### src/rtl/fetch_unit.sv
// Instruction-fetch stage: owns the PC, addresses instruction memory and
// registers the fetched word with its PC into the IF/ID register.
//
//   state   | meaning
//   --------+-------------------------------------------------------------
//   ST_IDLE | out of reset, not fetching; redirect may preset the PC
//   ST_RUN  | fetching one instruction per cycle unless stalled/redirected
//   ST_HALT | stopped by halt; PC holds until start resumes fetching
module fetch_unit #(
    parameter int ADDR_W   = 5,
    parameter int DATA_W   = 64,
    parameter int RESET_PC = 0,
    parameter int CNT_W    = 32
) (
    input  logic              clk,
    input  logic              rst,
    input  logic              start,
    input  logic              halt,
    input  logic              stall,
    input  logic              redirect,
    input  logic [ADDR_W-1:0] redirect_pc,
    output logic [ADDR_W-1:0] imem_addr,
    input  logic [DATA_W-1:0] imem_rdata,
    output logic [DATA_W-1:0] if_instr,
    output logic [ADDR_W-1:0] if_pc,
    output logic              if_valid,
    output logic              running,
    output logic [CNT_W-1:0]  fetch_count
);

    typedef enum logic [1:0] {
        ST_IDLE = 2'd0,
        ST_RUN  = 2'd1,
        ST_HALT = 2'd2
    } state_t;

    localparam logic [ADDR_W-1:0] RESET_PC_W = ADDR_W'(RESET_PC);

    state_t              state_q, state_d;
    logic [ADDR_W-1:0]   pc_q, pc_d;
    logic [DATA_W-1:0]   if_instr_q, if_instr_d;
    logic [ADDR_W-1:0]   if_pc_q, if_pc_d;
    logic                if_valid_q, if_valid_d;
    logic [CNT_W-1:0]    fetch_count_q, fetch_count_d;

    // State register and IF/ID pipeline register; reset discards everything at once.
    always_ff @(posedge clk or posedge rst) begin
        if (rst) begin
            state_q       <= ST_IDLE;
            pc_q          <= RESET_PC_W;
            if_instr_q    <= '0;
            if_pc_q       <= '0;
            if_valid_q    <= 1'b0;
            fetch_count_q <= '0;
        end else begin
            state_q       <= state_d;
            pc_q          <= pc_d;
            if_instr_q    <= if_instr_d;
            if_pc_q       <= if_pc_d;
            if_valid_q    <= if_valid_d;
            fetch_count_q <= fetch_count_d;
        end
    end

    // Next-state and datapath update: halt > redirect > stall > normal fetch while running.
    always_comb begin
        state_d       = state_q;
        pc_d          = pc_q;
        if_instr_d    = if_instr_q;
        if_pc_d       = if_pc_q;
        if_valid_d    = if_valid_q;
        fetch_count_d = fetch_count_q;

        unique case (state_q)
            ST_RUN: begin
                if (halt) begin
                    state_d    = ST_HALT;
                    if_valid_d = 1'b0;
                end else if (redirect) begin
                    pc_d       = redirect_pc;
                    if_valid_d = 1'b0;
                end else if (!stall) begin
                    if_instr_d    = imem_rdata;
                    if_pc_d       = pc_q;
                    if_valid_d    = 1'b1;
                    pc_d          = pc_q + 1'b1;
                    fetch_count_d = fetch_count_q + 1'b1;
                end
            end
            ST_IDLE, ST_HALT: begin
                // halt beats a simultaneous start, so stopped states only leave on start alone
                if (start && !halt) state_d = ST_RUN;
                if_valid_d = 1'b0;
                if (redirect) pc_d = redirect_pc;
            end
            default: begin
                state_d    = ST_IDLE;
                if_valid_d = 1'b0;
            end
        endcase
    end

    assign imem_addr   = pc_q;
    assign if_instr    = if_instr_q;
    assign if_pc       = if_pc_q;
    assign if_valid    = if_valid_q;
    assign fetch_count = fetch_count_q;
    assign running     = (state_q == ST_RUN);

endmodule
### config.mk
export PLATFORM = sky130hd
export DESIGN_NAME = fetch_unit
export DESIGN_NICKNAME = d
export VERILOG_FILES = /design/src/rtl/fetch_unit.sv
export SDC_FILE = /design/constraint.sdc
export NUM_CORES = 1
export LEC_CHECK = 0
export BUFFER_PORTS_ARGS = -buffer_cell sky130_fd_sc_hd__buf_2
export CAP_MARGIN = 20
export CORE_AREA = 2 2 125 127
export CTS_BUF_LIST = sky130_fd_sc_hd__clkbuf_16
export CTS_CLUSTER_SIZE = 24
export DETAILED_ROUTE_END_ITERATION = 10
export DIE_AREA = 0 0 127 129
export SKIP_LAST_GASP = 1
export SLEW_MARGIN = 20
export SYNTH_ARGS = -nofsm -noshare
export SYNTH_HDL_FRONTEND = slang
export SYNTH_SLANG_ARGS = --single-unit
### constraint.sdc
create_clock -name clk -period 6.85 [get_ports clk]
set_input_delay 1.37 -clock clk [delete_from_list [all_inputs] [get_ports clk]]
set_output_delay 1.37 -clock clk [all_outputs]
set_load 0.005 [all_outputs]
==> metrics, run 1 <==
status=completed; Area Overhead vs Synth=31.4%; Seq/Total Area, Yosys=0.611; Yosys top cell area share=0.611; Reg power frac=0.492; highest routed layer=met4; WL met1=4410 um; CP endpoint kind=output pin; I/O Buffers=182; first-pass GRT wire length=17,000 um; post-DP HPWL=7650 um; Clk pwr share=0.295; GP Congestion=0.747; compound-cell area share of the yosys netlist=0.0179; final wirelength=10,600 um; WL met2=5240 um; top-count cell post-synth=dfrtp_1; mux cell area share after synthesis=0.179; crit path max fanout=7; Pleak=3.01 nW; Synth area leaders=dfrtp_1, mux2_2, xnor2_1; Post-Syn Area=0.00446 sq mm; Final Total Pwr=1.80 mW; met3 wire len=685 um; # IOs=183; yosys warns=0; Psw=487 uW; via count=3,246; Setup CP Type=flip-flop to output pin; count of different cell masters after synthesis=29; die height=129 um; internal reg-to-reg setup slack=4.83 ns; clk_skew=0.00586 ns; CTS Hold Buffers Added=0; Tmin final=2.72 ns; initial antenna violation count=0; Layout Nets=584; Avg Cell Area, Syn=13.7 sq um; leading area contributor after synthesis=dfrtp_1; reg2reg start=state_q[0]; placed cell area=0.00556 sq mm; Antenna Diode Count=0; routed len/inst=15.1 um; worst slew pin tran=0.919 ns; RSZ-0062 raised after global routing=no; total CTS buffers=9; simple-gate share of the synthesized area=0.105; Slew HR=0.387; vias per cell=4.64; Adder-Cell Fraction of Synth Area=0.00561; Top FF cell, synth=dfrtp_1; Setup Buffers After CTS=0; clk_lat worst skew=0.35 ns; Non-Filler Instances=700; ratio of cells with drive above 1 in the final layout=0.537; Core ar.=0.0150 sq mm; number of global-route vias before repair=3,357; worst hold path endpoint=fetch_count[31]; Internal=1.31 mW; CTS tree=yes; Critical Path RT=5.48 ns; Remaining Overflow, GRT=0; Die Width=127 um; syn nets=403; Synth Instances=326; synthesized flop and latch total=109; clock slew seen by the registers of the worst setup and hold paths=0.07 ns; critical path startpoint category=flip-flop; row count=45; r2r endpoint=if_instr[14]; VDD IR max=135 uV; EDFF count, synth=0; switch share=0.271; xor/xnor share of the synthesized area=0.0609; Power per Cell Area=307 mW/mm^2; TNS Setup=0 ns; Comb pwr share=0.213; final setup violating endpoints=0; Post-Place Cells=684; Root Buffer=clkbuf_16; First DRT Iteration DRCs=178; full die area=0.0164 sq mm; largest family of logic cells by synthesized area=multiplexers; pin count of the biggest net entering global routing=72; Initial DRT Pass Iterations=4; hold crit path type=flip-flop to flip-flop; GRT Total Usage=0.132; Slew Limit Fails=0; Initial Util=0.298; final instance area=0.00586 sq mm; CTS sink count=109; antenna viol nets, final=0; Final period util=0.397; Synth top cells by count=dfrtp_1, mux2_2, xnor2_1; Hold Path Depth=1; H-Tree Depth=3; Fmax=368 MHz; DRC viols=0; CTS max path bufs=2; Async S/R FF share, synth=1.00; post-CTS sizing=0; Min-Delay Startpoint=fetch_count[31]; Worst Reg-to-Reg Cells=4; Hold Vio Cnt, Final=0; MaxCap Viol Count=0; Arrival @ worst endpoint=1.35 ns
==> layer usage <==
metal / GRT usage / vias to the layer above
met3: 0.0378 / 16
met5: 0 / -
met2: 0.216 / 120
met1: 0.161 / 1600
met4: 0.0621 / 0
li1: - / 1510
==> area by class of cell <==
cell class                 count  area (sq um)
tap                          188           235
fill                        1463          9110
timing repair buffer         184           926
sequential                   109          2730
inverter                       7          28.8
clock inverter                 7          75.1
multi-input combinational    196          1650
clock buffer                   9           225
==> cell usage in the layout (no fill, tap or decap), types with 2 or more instances in the layout <==
cell        count
xnor2_1        26
clkbuf_16       9
o21ai_0        10
and3_1          8
buf_4           2
nand3_1        12
nand4_1        16
nor3_1          6
mux2_2         70
buf_2         182
nand2_1         9
clkinvlp_4      3
a21oi_1         5
xor2_1          5
and4_1          5
nor2_1          5
and2_1          2
dfrtp_1       109
ha_1            2
inv_1           6
nor2b_1         4
==> stage by stage <==
step,setup WS [ns],util,hold WS (ns)
floorplan,2.61,-,0.468
global route,4.02,0.391,0.513
CTS,4.12,0.391,0.487
global placement,3.94,0.371,0.457
detailed placement,3.89,0.371,0.477
finish,4.13,0.391,0.491
==> cells by family (layout without fill, tap and decap cells) <==
family          Yosys count  count (layout)
simple gates             76              76
compound gates           16              16
mux                      71              71
fa+ha+maj                 2               2
flops                   109             109
buf+inv                  21             207
xor+xnor                 31              31
==> how the worst max path moves through the flow <==
stage	from	to	slack, ns
floorplan	rst	fetch_count[0]	2.61
global placement	redirect	fetch_count[25]	3.94
detailed placement	redirect	fetch_count[25]	3.89
CTS	state_q[0]	running	4.12
global route	state_q[0]	running	4.02
finish	state_q[0]	running	4.13
==> power by group through the flow <==
| stage | clock [mW] | sequential (mW) | combinational (mW) |
|---|---|---|---|
| 6_report | 0.531 | 0.885 | 0.384 |
| 2_1_floorplan | 0 | 0.902 | 0.160 |
| 5_1_grt | 0.574 | 0.907 | 0.428 |
| 3_5_place_dp | 0 | 0.895 | 0.395 |
| 4_1_cts | 0.550 | 0.887 | 0.395 |
| 3_3_place_gp | 0 | 0.885 | 0.386 |
==> critical path, stage by stage (launching register included) <==
cell and delay, ns:
dfrtp_1 0.43, nor2b_1 0.38, buf_2 0.19
==> flip-flops by register name, indices dropped and copies added, names as in the netlist <==
name and flops:
if_pc 5, state_q 2, imem_addr 5, fetch_count 32
if_valid 1, if_instr 64
(Power assumes the default switching activity.)
==> run 2: changes to the inputs <==
Clock period 6.85 ns to 2.7 ns, I/O delays scaled along.
==> metrics, run 2 (synthesis results as in run 1) <==
H-Tree Depth=3; CTS tree=yes; r2r endpoint=fetch_count[24]; Multi-input gate area=0.00165 sq mm; final wirelength=10,300 um; Root Buffer=clkbuf_16; Tmin final=1.93 ns; Setup Buffers After CTS=0; MaxCap Viol Count=0; hold crit path type=input pin to async pin; final setup violating endpoints=0; Die Width=127 um; CTS Hold Buffers Added=0; die height=129 um; Post-Place Cells=685; total CTS buffers=9; critical path launch point=state_q[0]; # IOs=183; Non-Filler Instances=701; via count=3,229; Largest register FFs=64; CTS sink count=109; Slew HR=0.556; Critical Path RT=2.93 ns; Power per Cell Area=764 mW/mm^2; Slew Limit Fails=0; GP Congestion=0.767; most frequent cells in the layout=buf_2, dfrtp_1, mux2_2; VDD IR max=342 uV; First DRT Iteration DRCs=180; Fmax=519 MHz; row count=45; routed len/inst=14.6 um; CTS max path bufs=2; filler instances=1,469; commonest non-fill, non-tap cell in the layout=buf_2; Comb pwr share=0.217; Clk pwr share=0.283; post-DP HPWL=7370 um; Layout Utilization=0.392; Layout Nets=585; I/O Buffers=182; Worst Reg-to-Reg Cells=4; GRT Total Usage=0.129; TNS Setup=0 ns; clk_skew=0.00643 ns; DRC viols=0; Core ar.=0.0150 sq mm; Reg area=0.00273 sq mm; status=completed; internal reg-to-reg setup slack=0.77 ns; worst slew pin tran=0.666 ns; Arrival @ worst endpoint=2.16 ns; Final Total Pwr=4.48 mW; pre-CTS WS=0.578 ns; reg2reg start=state_q[0]; antenna viol nets, final=0; clk_lat worst skew=0.35 ns; setup ws final=0.775 ns; initial antenna violation count=0; switch share=0.275; Initial DRT Pass Iterations=4; clock slew seen by the registers of the worst setup and hold paths=0.07 ns; first-pass GRT wire length=16,700 um; ratio of cells with drive above 1 in the final layout=0.538; pin count of the biggest net entering global routing=110; Psw=1.23 mW; Hold Vio Cnt, Final=0; number of global-route vias before repair=3,356; RSZ-0062 raised after global routing=no; Area Overhead vs Synth=31.5%; crit path max fanout=13; Internal=3.25 mW; Remaining Overflow, GRT=0; Antenna Diode Count=0; Pleak=3.01 nW; full die area=0.0164 sq mm; Initial Util=0.298; crit path to=fetch_count[24]; CP endpoint kind=flip-flop; critical path startpoint category=flip-flop; Setup CP Type=flip-flop to flip-flop; vias per cell=4.61; Reg power frac=0.500; Final period util=0.713; post-CTS sizing=0
==> run 2: cell types whose count changed in the layout (fill, tap and decap cells not counted) <==
cell,change
inv_4,-1
clkinv_4,+1
buf_12,+1
inv_8,+1
bufinv_16,-1
==> run 2: through the flow <==
stage / instance area (sq um) / hold slack [ns]
2_1_floorplan: 4470 / 0.468
3_3_place_gp: 5580 / 0.466
3_5_place_dp: 5580 / 0.466
4_1_cts: 5870 / 0.382
5_1_grt: 5870 / 0.397
6_report: 5870 / 0.361
==> run 2: critical path: stages (launching register included) <==
cell,delay (ns)
dfrtp_1,0.42
nor2b_1,0.39
and4_1,0.63
nand4_1,0.19
xnor2_1,0.17
==> run 2: worst min-delay path by stage <==
stage                     from              end  slack [ns]  cells after the start
6_report                   rst     if_instr[63]        0.36                      3
5_1_grt         imem_rdata[33]     if_instr[33]        0.40                      2
4_1_cts                    rst     if_instr[20]        0.38                      3
3_5_place_dp   fetch_count[31]  fetch_count[31]        0.47                      1
3_3_place_gp   fetch_count[31]  fetch_count[31]        0.47                      1
2_1_floorplan  fetch_count[31]  fetch_count[31]        0.47                      1
==> run 2: cell type report <==
type	instances	area share
timing repair buffer	185	0.161
tap	188	0.0401
sequential	109	0.465
clock inverter	7	0.00981
multi-input combinational	196	0.280
clock buffer	9	0.0384
inverter	7	0.00512
==> run 2: power by group through the flow <==
stage | sequential, mW | combinational (mW) | clock [mW]
floorplan | 2.29 | 0.405 | 0
finish | 2.24 | 0.973 | 1.27
global route | 2.30 | 1.09 | 1.40
detailed placement | 2.27 | 1.00 | 0
global placement | 2.25 | 0.983 | 0
CTS | 2.24 | 1.00 | 1.32
==> run 2: per-layer routing <==
metal | wire length [um] | GRT usage
met1 | 4290 | 0.161
met2 | 5070 | 0.208
met3 | 753 | 0.0403
met5 | 0 | 0
met4 | 136 | 0.0543
